--- src/rtl/dmem_arbiter.sv ---
// dmem_arbiter: shares one synchronous data-memory port between the CPU
// load/store path (port 0) and the UART loader (port 1). Round-robin on
// ties; each chosen command is registered onto the memory port for one
// cycle and read data is returned with a one-cycle valid pulse.
// Optional feature macro: DMEM_ARB_LOCK_EN (p1_lock lets a loader burst win ties).
module dmem_arbiter #(
  parameter int unsigned ADDR_W = 32,
  parameter int unsigned DATA_W = 32
) (
  input  logic              clk,
  input  logic              rst,
  input  logic              p0_req,
  input  logic              p0_we,
  input  logic [ADDR_W-1:0] p0_addr,
  input  logic [DATA_W-1:0] p0_wdata,
  output logic              p0_gnt,
  output logic              p0_rvalid,
  output logic [DATA_W-1:0] p0_rdata,
  output logic              cpu_stall,
  input  logic              p1_req,
  input  logic              p1_we,
  input  logic [ADDR_W-1:0] p1_addr,
  input  logic [DATA_W-1:0] p1_wdata,
  output logic              p1_gnt,
  output logic              p1_rvalid,
  output logic [DATA_W-1:0] p1_rdata,
  input  logic              p1_lock,
  output logic              mem_en,
  output logic              mem_we,
  output logic [ADDR_W-1:0] mem_addr,
  output logic [DATA_W-1:0] mem_wdata,
  input  logic [DATA_W-1:0] mem_rdata
);

  typedef enum logic [1:0] {
    IDLE   = 2'd0,
    ISSUE0 = 2'd1,
    ISSUE1 = 2'd2
  } state_t;

  state_t            state_q, state_d;
  logic              last_grant_q, last_grant_d;
  logic              mem_en_q, mem_en_d;
  logic              mem_we_q, mem_we_d;
  logic [ADDR_W-1:0] mem_addr_q, mem_addr_d;
  logic [DATA_W-1:0] mem_wdata_q, mem_wdata_d;
  logic              rd_vld_q, rd_vld_d;
  logic              rd_port_q, rd_port_d;
  logic [DATA_W-1:0] p0_rdata_q, p0_rdata_d;
  logic [DATA_W-1:0] p1_rdata_q, p1_rdata_d;

  logic elig0, elig1, issue, pick1, tie_pick1;

  // A port already on the memory port this cycle must not be issued again
  assign elig0 = p0_req & (state_q != ISSUE0);
  assign elig1 = p1_req & (state_q != ISSUE1);
  assign issue = elig0 | elig1;

`ifdef DMEM_ARB_LOCK_EN
  // Locked loader keeps winning ties after its own grant
  assign tie_pick1 = ~last_grant_q | (p1_lock & last_grant_q);
`else
  logic unused_p1_lock;
  assign unused_p1_lock = p1_lock;
  assign tie_pick1      = ~last_grant_q;
`endif

  assign pick1 = (elig0 & elig1) ? tie_pick1 : elig1;

  // Next-state, command capture and read-return bookkeeping
  always_comb begin
    state_d      = IDLE;
    last_grant_d = last_grant_q;
    mem_en_d     = 1'b0;
    mem_we_d     = 1'b0;
    mem_addr_d   = mem_addr_q;
    mem_wdata_d  = mem_wdata_q;
    rd_vld_d     = mem_en_q & ~mem_we_q;
    rd_port_d    = (state_q == ISSUE1);
    p0_rdata_d   = p0_rdata;
    p1_rdata_d   = p1_rdata;
    if (issue) begin
      state_d      = pick1 ? ISSUE1 : ISSUE0;
      last_grant_d = pick1;
      mem_en_d     = 1'b1;
      mem_we_d     = pick1 ? p1_we    : p0_we;
      mem_addr_d   = pick1 ? p1_addr  : p0_addr;
      mem_wdata_d  = pick1 ? p1_wdata : p0_wdata;
    end
  end

  // State and output registers with synchronous active-low reset
  always_ff @(posedge clk) begin
    if (!rst) begin
      state_q      <= IDLE;
      last_grant_q <= 1'b1;
      mem_en_q     <= 1'b0;
      mem_we_q     <= 1'b0;
      mem_addr_q   <= '0;
      mem_wdata_q  <= '0;
      rd_vld_q     <= 1'b0;
      rd_port_q    <= 1'b0;
      p0_rdata_q   <= '0;
      p1_rdata_q   <= '0;
    end else begin
      state_q      <= state_d;
      last_grant_q <= last_grant_d;
      mem_en_q     <= mem_en_d;
      mem_we_q     <= mem_we_d;
      mem_addr_q   <= mem_addr_d;
      mem_wdata_q  <= mem_wdata_d;
      rd_vld_q     <= rd_vld_d;
      rd_port_q    <= rd_port_d;
      p0_rdata_q   <= p0_rdata_d;
      p1_rdata_q   <= p1_rdata_d;
    end
  end

  assign p0_gnt    = (state_q == ISSUE0);
  assign p1_gnt    = (state_q == ISSUE1);
  assign mem_en    = mem_en_q;
  assign mem_we    = mem_we_q;
  assign mem_addr  = mem_addr_q;
  assign mem_wdata = mem_wdata_q;
  assign p0_rvalid = rd_vld_q & ~rd_port_q;
  assign p1_rvalid = rd_vld_q &  rd_port_q;

  // Memory read data flows through in its valid cycle, otherwise the last value holds
  assign p0_rdata = p0_rvalid ? mem_rdata : p0_rdata_q;
  assign p1_rdata = p1_rvalid ? mem_rdata : p1_rdata_q;

  // PC freeze: loads wait for data, stores only for the grant
  assign cpu_stall = p0_req & (~rst | (p0_we ? ~p0_gnt : ~p0_rvalid));

endmodule

--- config.mk ---
export PLATFORM = sky130hd
export DESIGN_NAME = dmem_arbiter
export DESIGN_NICKNAME = d
export VERILOG_FILES = /design/src/rtl/dmem_arbiter.sv
export SDC_FILE = /design/constraint.sdc
export NUM_CORES = 1
export LEC_CHECK = 0
export BUFFER_PORTS_ARGS = -buffer_cell sky130_fd_sc_hd__buf_4
export CAP_MARGIN = 20
export CORE_MARGIN = 5
export CORE_UTILIZATION = 44
export CTS_BUF_LIST = sky130_fd_sc_hd__clkbuf_8
export DETAILED_ROUTE_END_ITERATION = 12
export HOLD_SLACK_MARGIN = 0.1
export PLACE_DENSITY = 0.89
export SLEW_MARGIN = 20
export SYNTH_ARGS = -nofsm -noshare
export SYNTH_HDL_FRONTEND = slang
export SYNTH_SLANG_ARGS = --single-unit
--- constraint.sdc ---
create_clock -name clk -period 1.45 [get_ports clk]
set_clock_uncertainty 0.1 [all_clocks]
set_input_delay 0.0725 -clock clk [delete_from_list [all_inputs] [get_ports clk]]
set_output_delay 0.0725 -clock clk [all_outputs]
set_load 0.01 [all_outputs]
==> summary.txt <==
GP Congestion: 0.848
Die X: 130 um
setup tns final: -51,410 ps
CTS Buf Count: 17
Period minus WS final: 2070 ps
Die ar.: 0.0170 sq mm
io pins: 302
flops & latches, synth: 135
most frequent cells in the layout: buf_4, nand2_1, dlygate4sd3_1
Synth top area share: 42.5%
Crit Path Category: flop to flop
Post-synth EDFFs: 0
Layout area overhead: 101%
Clk pin slew, worst setup/hold paths: 100 ps
final hold vios: 0
hold_ws: 212 ps
worst-margin pin slew: 531 ps
Avg WL per Cell: 30.7 um
highest clock rate: 483 MHz
worst vdd rail ir drop: 0.606 mV
synth top area cells: dfxtp_1, nand2_1, mux2_2
vias in the first global route: 9,105
Hold Crit Class: primary input to flop
Critical Path RT: 1690 ps
mean cell area of the mapped netlist: 9.40 sq um
unrepaired setup endpoints after global routing: yes
most common cell after layout, fill and taps aside: buf_4
total power: 11.7 mW
Clock Sinks: 135
final WL: 43.0 mm
Port-buffer cells: 300
Antenna Nets Post-Route: 0
worst rel slew slack: 64.6%
DRT iter0 DRCs: 1,314
setup ws final: -619 ps
Crit path arrival time: 2310 ps
Leak: 6.07 nW
GRT Total Usage: 41.8%
crit start category: flop
Pwr Density: 910 mW/mm^2
Synth cell types: 28
largest net degree at the start of global routing: 68
Final nets: 1,368
Clock H-tree levels: 4
post-route clock period utilization: 143%
failing checks: setup timing
crit-path max FO: 5
placeable core region: 0.0144 sq mm
Starting Density: 44.3%
Synth Cell Area: 0.00636 sq mm
CP Capture Type: flop
post-synthesis sequential area ratio: 42.5%
first-pass GRT wire length: 53.5 mm
Syn. warnings: 0
Post-Synthesis Cells: 677
Syn Nets: 844
Std-Cell Rows: 44
DP Wirelength: 15.0 mm
Top FF cell, synth: dfxtp_1
die height: 130 um
initial antenna violation count: 2
TritonCTS clock tree: built
max cap viols: 0
DR vias/cell: 6.61
Final Setup Violations: 145
root buf cell: clkbuf_8
vias: 9,267
cell taking the most area after synthesis: dfxtp_1
Clock Latency Late Sink: 460 ps
outcome: complete, but fails checks
share of cells above drive strength 1: 47.9%
Residual DRC: 0
Post-synth ARST share: 0%
Bufs on Longest Clock Path: 2
Overflow after GRT: 0
Slew Viols, Final: 0
drt first pass iters: 10
layer usage:
layer,vias to the layer above,track usage (%),part of all wire (%)
li1,3454,-,-
met3,480,15.5,15
met5,-,0,0.095
met1,4145,45.7,31
met4,2,27.8,11
met2,1186,67.8,43
cell usage after synthesis, types with 2 or more instances:
cell / count
inv_2: 2
o21ai_0: 3
buf_6: 3
and2_1: 65
and3_1: 2
o221ai_1: 34
clkbuf_1: 23
nand2b_2: 2
dfxtp_1: 135
mux2_2: 64
a22o_1: 64
o221ai_2: 30
buf_4: 6
inv_1: 3
buf_2: 31
nand2_1: 195
a21oi_2: 3
a21boi_1: 2
power by group:
part	total [mW]	leakage (nW)	internal, mW	switching (mW)
Sequential	4.19	1.11	3.96	0.225
Clock	3.11	0.180	1.25	1.85
Combinational	4.38	4.78	2.33	2.05
Total	11.7	6.07	7.54	4.13
final timing paths:
path | from | to | slack [ps] | depth (start not counted)
setup / recovery | state_q[1]$_SDFF_PN0_ | mem_addr[23]$_SDFFE_PN0P_ | -620 | 9
hold / removal | rst | p1_rdata_q[22]$_SDFF_PN0_ | 210 | 3
setup reg to reg | state_q[1]$_SDFF_PN0_ | mem_addr[23]$_SDFFE_PN0P_ | -620 | 9
hold reg to reg | mem_addr[11]$_SDFFE_PN0P_ | mem_addr[11]$_SDFFE_PN0P_ | 400 | 1
sequential cells by signal, indices dropped and copies added (netlist names):
name	count
last_grant_q	1
mem_addr	32
mem_en	1
mem_wdata	32
mem_we	1
p0_rdata_q	32
p1_rdata_q	32
rd_port_q	1
rd_vld_q	1
state_q	2
metrics by stage:
step / instance area, sq um / setup slack, ps / util, % / std cells
3_3_place_gp: 8970 / -106 / 62.4 / 1130
5_1_grt: 12800 / -568 / 89.2 / 1399
3_5_place_dp: 8970 / -138 / 62.4 / 1130
6_report: 12800 / -619 / 89.2 / 1401
2_1_floorplan: 6430 / -49.7 / - / 677
4_1_cts: 12300 / -404 / 85.6 / 1379
critical path, cell delays in order (launching register included):
cell      delay [ps]
dfxtp_2          370
nand2b_4         150
buf_6            100
inv_4             40
buf_12           110
a21oi_4          200
buf_6            170
buf_6            170
o221ai_2         240
a22o_1           300
area by class of cell:
| cell class | count | area (sq um) |
|---|---|---|
| multi-input cells | 473 | 3660 |
| diodes | 3 | 7.51 |
| inverters | 5 | 23.8 |
| well taps | 184 | 230 |
| flip-flops and latches | 135 | 2710 |
| fillers | 505 | 1550 |
| clock buffers | 17 | 234 |
| clock inverters | 15 | 135 |
| repair buffers | 569 | 5820 |
logic make-up after synthesis:
| kind of cell | Yosys count | synth area share, % |
|---|---|---|
| and+or+nand+nor | 270 | 19.1 |
| buffers and inverters | 69 | 5.39 |
| muxes | 64 | 11.3 |
| AOI/OAI and AO/OA | 139 | 21.8 |
| DFF | 135 | 42.5 |
timing repair:
action                                  CTS  global route
pin swaps                                62            21
endpoints found under the setup margin  143           170
hold buffers                            165             1
resized for setup                       102            69
buffers inserted                         29            15
endpoints found under the hold margin   132             1
cloned                                   24             8
(Power assumes the default switching activity.)
